--- src/rtl/fruit_pkg.sv ---
// ---------------------------------------------------------------------------
// fruit_pkg
// Definitions shared by the fruit sizing blocks:
//   - size class codes reported on the display/UART path
//   - state encoding of the area classifier FSM
//   - default size thresholds, also used by the colour-ratio classifier
// ---------------------------------------------------------------------------
package fruit_pkg;

   // Size class codes, ordered smallest to largest
   localparam logic [2:0] CLASS_NONE = 3'd0;
   localparam logic [2:0] CLASS_A    = 3'd1;
   localparam logic [2:0] CLASS_B    = 3'd2;
   localparam logic [2:0] CLASS_C    = 3'd3;
   localparam logic [2:0] CLASS_D    = 3'd4;

   // Area classifier FSM states
   typedef enum logic [2:0] {
      StIdle     = 3'd0,
      StWait     = 3'd1,
      StAccum    = 3'd2,
      StClassify = 3'd3,
      StDebounce = 3'd4
   } state_e;

   // Default ascending area thresholds (dark-pixel counts per frame)
   localparam int unsigned AREA_T0_DEFAULT = 1000;
   localparam int unsigned AREA_T1_DEFAULT = 20000;
   localparam int unsigned AREA_T2_DEFAULT = 60000;
   localparam int unsigned AREA_T3_DEFAULT = 150000;

endpackage

--- src/rtl/area_binner.sv ---
// ---------------------------------------------------------------------------
// area_binner
// Combinational mapping of a window-average area onto a size class using
// four ascending thresholds. An average equal to a threshold falls into the
// higher class.
// Ports:
//   avg_i    [AW-1:0]  window-average area
//   class_o  [2:0]     raw (undebounced) class code
// ---------------------------------------------------------------------------
module area_binner
   import fruit_pkg::*;
#(
   parameter int unsigned AW = 24,
   parameter int unsigned T0 = AREA_T0_DEFAULT,
   parameter int unsigned T1 = AREA_T1_DEFAULT,
   parameter int unsigned T2 = AREA_T2_DEFAULT,
   parameter int unsigned T3 = AREA_T3_DEFAULT
) (
   input  logic [AW-1:0] avg_i,
   output logic [2:0]    class_o
);

   // Compare in a common wide domain so thresholds wider than AW still work
   logic [63:0] avg_ext;

   always_comb begin
      avg_ext = 64'(avg_i);
      if (avg_ext < 64'(T0)) begin
         class_o = CLASS_NONE;
      end else if (avg_ext < 64'(T1)) begin
         class_o = CLASS_A;
      end else if (avg_ext < 64'(T2)) begin
         class_o = CLASS_B;
      end else if (avg_ext < 64'(T3)) begin
         class_o = CLASS_C;
      end else begin
         class_o = CLASS_D;
      end
   end

endmodule

--- src/rtl/area_classifier.sv ---
// ---------------------------------------------------------------------------
// area_classifier
// Samples the per-frame dark-pixel area count on each frame sync falling
// edge, averages it over 2^AVG_LOG2 frames, bins the average into a size
// class and debounces the class over STABLE_N consecutive windows.
// Ports:
//   pixelclk    pixel clock
//   rst         synchronous reset, active-high
//   en          classification enable; low clears the window and debounce
//   i_vs        frame sync
//   i_area      area count, updated by the area stage on VS falling edge
//   o_avg_area  last completed window average
//   o_class     debounced class code
//   o_present   o_class != CLASS_NONE
//   o_valid     one-cycle pulse when o_avg_area updates
// ---------------------------------------------------------------------------
module area_classifier
   import fruit_pkg::*;
#(
   parameter int unsigned AW       = 24,
   parameter int unsigned AVG_LOG2 = 2,
   parameter int unsigned STABLE_N = 3,
   parameter int unsigned T0       = AREA_T0_DEFAULT,
   parameter int unsigned T1       = AREA_T1_DEFAULT,
   parameter int unsigned T2       = AREA_T2_DEFAULT,
   parameter int unsigned T3       = AREA_T3_DEFAULT
) (
   input  logic          pixelclk,
   input  logic          rst,
   input  logic          en,
   input  logic          i_vs,
   input  logic [AW-1:0] i_area,
   output logic [AW-1:0] o_avg_area,
   output logic [2:0]    o_class,
   output logic          o_present,
   output logic          o_valid
);

   localparam int unsigned AccW    = AW + AVG_LOG2;
   localparam logic [3:0]  StableN = 4'(STABLE_N);

   state_e                state_q, state_d;
   logic                  vs_q;
   logic                  vs_fall;
   logic                  armed_q, armed_d;
   logic [AccW-1:0]       acc_q, acc_d;
   logic [AVG_LOG2-1:0]   frame_cnt_q, frame_cnt_d;
   logic [3:0]            stab_cnt_q, stab_cnt_d;
   logic [2:0]            cand_q, cand_d;
   logic [2:0]            raw_q, raw_d;
   logic [AW-1:0]         avg_q, avg_d;
   logic [2:0]            class_q, class_d;
   logic                  present_q, present_d;
   logic [AW-1:0]         avg_now;
   logic [2:0]            raw_now;

   // Same cycle in which the area stage latches its count
   assign vs_fall = vs_q & ~i_vs;

   // Truncating divide by the window length
   assign avg_now = acc_q[AccW-1:AVG_LOG2];

   area_binner #(
      .AW (AW),
      .T0 (T0),
      .T1 (T1),
      .T2 (T2),
      .T3 (T3)
   ) u_binner (
      .avg_i   (avg_now),
      .class_o (raw_now)
   );

   // ------------------------------------------------------------------
   // State register
   // ------------------------------------------------------------------
   always_ff @(posedge pixelclk) begin
      if (rst) begin
         state_q <= StIdle;
      end else begin
         state_q <= state_d;
      end
   end

   // ------------------------------------------------------------------
   // Next-state logic
   // ------------------------------------------------------------------
   always_comb begin
      state_d = state_q;
      if (!en) begin
         state_d = StIdle;
      end else begin
         unique case (state_q)
            // Unarmed: the first frame edge only arms (partial frame dropped)
            StIdle:     if (vs_fall && armed_q) state_d = StWait;
            StWait:     state_d = StAccum;
            StAccum:    state_d = (&frame_cnt_q) ? StClassify : StIdle;
            StClassify: state_d = StDebounce;
            StDebounce: state_d = StIdle;
            default:    state_d = StIdle;
         endcase
      end
   end

   // ------------------------------------------------------------------
   // Datapath next-state
   // ------------------------------------------------------------------
   always_comb begin
      armed_d     = armed_q;
      acc_d       = acc_q;
      frame_cnt_d = frame_cnt_q;
      stab_cnt_d  = stab_cnt_q;
      cand_d      = cand_q;
      raw_d       = raw_q;
      avg_d       = avg_q;
      class_d     = class_q;
      present_d   = present_q;

      if (!en) begin
         // Outputs hold; all window and debounce history is discarded
         armed_d     = 1'b0;
         acc_d       = '0;
         frame_cnt_d = '0;
         stab_cnt_d  = '0;
         cand_d      = CLASS_NONE;
      end else begin
         unique case (state_q)
            StIdle: begin
               if (vs_fall && !armed_q) armed_d = 1'b1;
            end
            StAccum: begin
               acc_d       = acc_q + AccW'(i_area);
               frame_cnt_d = frame_cnt_q + AVG_LOG2'(1);
            end
            StClassify: begin
               avg_d       = avg_now;
               raw_d       = raw_now;
               acc_d       = '0;
               frame_cnt_d = '0;
            end
            StDebounce: begin
               if (raw_q == cand_q) begin
                  if (stab_cnt_q < StableN) stab_cnt_d = stab_cnt_q + 4'd1;
               end else begin
                  cand_d     = raw_q;
                  stab_cnt_d = 4'd1;
               end
               // Saturated counter keeps re-confirming the same class
               if (stab_cnt_d == StableN) begin
                  class_d   = cand_d;
                  present_d = (cand_d != CLASS_NONE);
               end
            end
            default: ;
         endcase
      end
   end

   always_ff @(posedge pixelclk) begin
      if (rst) begin
         vs_q        <= 1'b0;
         armed_q     <= 1'b0;
         acc_q       <= '0;
         frame_cnt_q <= '0;
         stab_cnt_q  <= '0;
         cand_q      <= CLASS_NONE;
         raw_q       <= CLASS_NONE;
         avg_q       <= '0;
         class_q     <= CLASS_NONE;
         present_q   <= 1'b0;
      end else begin
         vs_q        <= i_vs;
         armed_q     <= armed_d;
         acc_q       <= acc_d;
         frame_cnt_q <= frame_cnt_d;
         stab_cnt_q  <= stab_cnt_d;
         cand_q      <= cand_d;
         raw_q       <= raw_d;
         avg_q       <= avg_d;
         class_q     <= class_d;
         present_q   <= present_d;
      end
   end

   // ------------------------------------------------------------------
   // Outputs
   // ------------------------------------------------------------------
   always_comb begin
      o_avg_area = avg_q;
      o_class    = class_q;
      o_present  = present_q;
      o_valid    = (state_q == StDebounce) && en;
   end

endmodule

--- config.mk ---
export PLATFORM = sky130hd
export DESIGN_NAME = area_classifier
export DESIGN_NICKNAME = d
export VERILOG_FILES = /design/src/rtl/fruit_pkg.sv /design/src/rtl/area_binner.sv /design/src/rtl/area_classifier.sv
export SDC_FILE = /design/constraint.sdc
export NUM_CORES = 1
export LEC_CHECK = 0
export CAP_MARGIN = 20
export CORE_AREA = 8 8 108 110
export DETAILED_ROUTE_END_ITERATION = 10
export DIE_AREA = 0 0 116 118
export SLEW_MARGIN = 30
export SYNTH_ARGS = -nofsm -noshare
export SYNTH_HDL_FRONTEND = slang
export SYNTH_SLANG_ARGS = --single-unit
--- constraint.sdc ---
create_clock -name pixelclk -period 4.2 [get_ports pixelclk]
set_input_delay 1.05 -clock pixelclk [delete_from_list [all_inputs] [get_ports pixelclk]]
set_output_delay 1.05 -clock pixelclk [all_outputs]
set_load 0.005 [all_outputs]
==> flow_metrics.py <==
metrics = {
    "setup_path": {
        "rrSetupSlack_ps": 1630,
        "crit_path_end_kind": "output pin",
        "slowest_stage": "clkdlybuf4s50_1",
        "cpLargestDelayFamily": "buffers and inverters",
        "path_cells": "clkdlybuf4s50_1 > and3_1 > clkdlybuf4s50_1",
        "critPathBufInv": 2,
        "critPathKind": "input pin to output pin",
        "start_kind": "input pin",
        "cp.arrival_ps": 2350,
        "cpPeakStageDelay_ps": 600,
        "worst-path-max-fanout": 6,
        "required_ps": 3150,
        "path_common_cell": "clkdlybuf4s50_1",
    },
    "floorplan": {
        "core_area_mm2": 0.0100,
        "start_util_pct": 40.6,
        "die-area_mm2": 0.0137,
        "rows": 37,
        "die_height_um": 118,
        "boundaryPins": 57,
        "die_w_um": 116,
    },
    "placement": {
        "gp_congestion": 0.905,
        "dpl.hpwl_um": 8610,
        "placed_area_mm2": 0.00473,
        "io_buffers": 56,
    },
    "timing": {
        "worstMarginPinSlew_ps": 739,
        "fmaxAchievable_mhz": 294,
        "maxSlewViolCount": 0,
        "rsz0062_at_grt": "false",
        "hold_viol": 0,
        "max_slew_margin_pct": 50.7,
        "tns_ps": 0,
        "fin_skew_ps": 6.50,
        "period_minus_slack_ps": 3400,
        "fin_crit_sh_pct": 81.1,
        "hold_ws_ps": 457,
        "setup_violations": 0,
    },
    "synthesis": {
        "synth_seq_area_share_pct": 35.1,
        "netlist_instances": 523,
        "ys_ff_latch": 71,
        "synthFlopType": "dfxtp_1",
        "async_flop_share_pct": 0,
        "syn_nets": 578,
        "synth_edf_count": 0,
        "ys_warn_count": 0,
        "ys_types": 55,
        "syn_area_mm2": 0.00406,
        "syn_area_per_cell_um2": 7.75,
    },
    "global_route": {
        "grt_pass1_wl_um": 18900,
        "overflow": 0,
        "grt_pass1_vias": 3801,
        "antenna_found_initial": 0,
        "grt_max_degree": 35,
        "grt_use_total_pct": 17.1,
    },
    "cells_and_area": {
        "nNetsFinal": 627,
        "fillers": 1049,
        "fin_area_mm2": 0.00493,
        "drive_above_1_share_pct": 5.37,
        "multi_input_area_mm2": 0.00251,
        "final_cell_mix": "nand2_1, dfxtp_1, a21oi_1",
        "syn_to_final_growth_pct": 21.6,
        "regArea_mm2": 0.00142,
        "antenna_cells": 0,
        "final_common_cell": "nand2_1",
    },
    "clock_tree": {
        "cts_setup_buffers": 0,
        "cts.repair.resized": 0,
        "root_buffer": "clkbuf_8",
        "clk_latency_ps": 350,
        "clk_pin_slew_ps": 80,
        "cts_tree": "built",
        "cts_buffer_depth": 2,
        "clock-sinks": 71,
        "cts.hold.buffers_added": 0,
        "cts_buffers": 9,
        "h-tree-depth": 3,
    },
    "power_and_ir_drop": {
        "p_per_area_mw_per_mm2": 269,
        "ir_drop_mv": 0.157,
        "p_leak_nw": 1.82,
    },
    "routing": {
        "vias_per_cell": 5.36,
        "drtPass1Iterations": 4,
        "final_antenna_net_count": 0,
        "wl_um": 11300,
        "vias": 3823,
        "drt_iter0_drc": 222,
        "wl_per_cell_um": 15.8,
        "drc_errors": 0,
    },
    "run": {
        "drv_cap": 0,
    },
    "min_path": {
        "hp-class": "flip-flop to flip-flop",
    },
    "run_status": {
        "status": "finished, final reports clean",
    },
}
==> metrics by stage <==
step	total power, mW	utilization (%)	worst slack [ps]	cells
6_report	1.33	49.3	796	713
5_1_grt	1.39	49.3	749	713
4_1_cts	1.34	49.3	801	713
3_5_place_dp	0.782	47.3	557	697
3_3_place_gp	0.781	47.3	602	697
2_1_floorplan	0.740	-	1260	523
==> path summary, 6_finish.rpt <==
check,from,end,cells past startpoint
setup reg to reg,acc_q[7],acc_q[22],8
setup / recovery,en,o_valid,3
hold reg to reg,o_avg_area[12],o_avg_area[12],2
hold / removal,o_avg_area[12],o_avg_area[12],2
==> cells by family (layout without fill, tap and decap cells) <==
group,Yosys count,after routing,synth area share [%]
AND/OR/NAND/NOR,212,212,24.3
AO/OA/AOI/OAI,159,159,23.9
flip-flops,71,71,35.1
buffers and inverters,32,86,3.09
adder cells (fa/ha/maj),27,27,8.52
XOR/XNOR,15,15,3.24
multiplexers,7,7,1.91
==> power breakdown <==
part           internal (mW)  switching (mW)
Combinational         0.0437          0.0488
Clock                  0.278           0.285
Sequential             0.673        0.000324
Total                  0.995           0.334
==> worst min-delay path: cells and delay by family (launching register included) <==
family          cells  cell delay (ps)
flops               1              310
compound gates      1               50
simple gates        1               50
==> state kept, by name (all words and copies together) (netlist names) <==
| signal | flops |
|---|---|
| o_avg_area | 24 |
| o_class | 3 |
| cand_q | 3 |
| acc_q | 26 |
| vs_q | 1 |
| state_q | 3 |
| o_present | 1 |
| raw_q | 3 |
| stab_cnt_q | 4 |
| frame_cnt_q | 2 |
| armed_q | 1 |
==> area by class of cell <==
type / instances / area share [%]
flip-flops and latches: 71 / 28.8
clock inverters: 6 / 1.42
clock buffers: 10 / 2.59
multi-input cells: 420 / 50.9
repair buffers: 61 / 12.1
well taps: 136 / 3.45
inverters: 9 / 0.685
==> routing by layer <==
metal	track usage [%]	vias to the layer above	part of all wire, %
met3	3.69	10	3.8
met2	27.2	50	47
li1	-	1980	-
met1	22.7	1783	48
met5	0	-	0
met4	4.54	0	1.1
==> synthesized netlist by cell type, types with 2 or more instances <==
cell type / n / area [um2]
a31oi_1: 2 / 12.5
a211oi_1: 7 / 52.6
a21oi_1: 69 / 345
nand3b_1: 3 / 22.5
inv_1: 9 / 33.8
o31ai_1: 3 / 22.5
clkbuf_1: 19 / 71.3
and4_1: 2 / 17.5
nor2b_1: 6 / 37.5
nand4_1: 5 / 31.3
o21ai_0: 28 / 140
nand2_1: 97 / 364
xor2_1: 3 / 26.3
o21bai_1: 4 / 30.0
a22o_1: 2 / 17.5
ha_1: 26 / 325
nand2b_1: 5 / 31.3
dfxtp_1: 71 / 1420
mux2i_1: 4 / 40.0
and3_1: 5 / 31.3
xnor2_1: 12 / 105
o21ai_1: 3 / 15.0
nor3b_1: 2 / 15.0
nor4_1: 2 / 12.5
o211ai_1: 4 / 30.0
and2_1: 4 / 25.0
a32o_1: 4 / 40.0
nand3_1: 12 / 60.1
o21a_1: 3 / 22.5
nor2_1: 41 / 154
mux2_2: 2 / 22.5
nor3_1: 13 / 65.1
a21o_1: 11 / 82.6
a22oi_1: 7 / 52.6
or3_1: 7 / 43.8
buf_2: 4 / 20.0
a211o_1: 3 / 26.3
a2111oi_0: 2 / 17.5
Power figures use the tool's default switching activity.
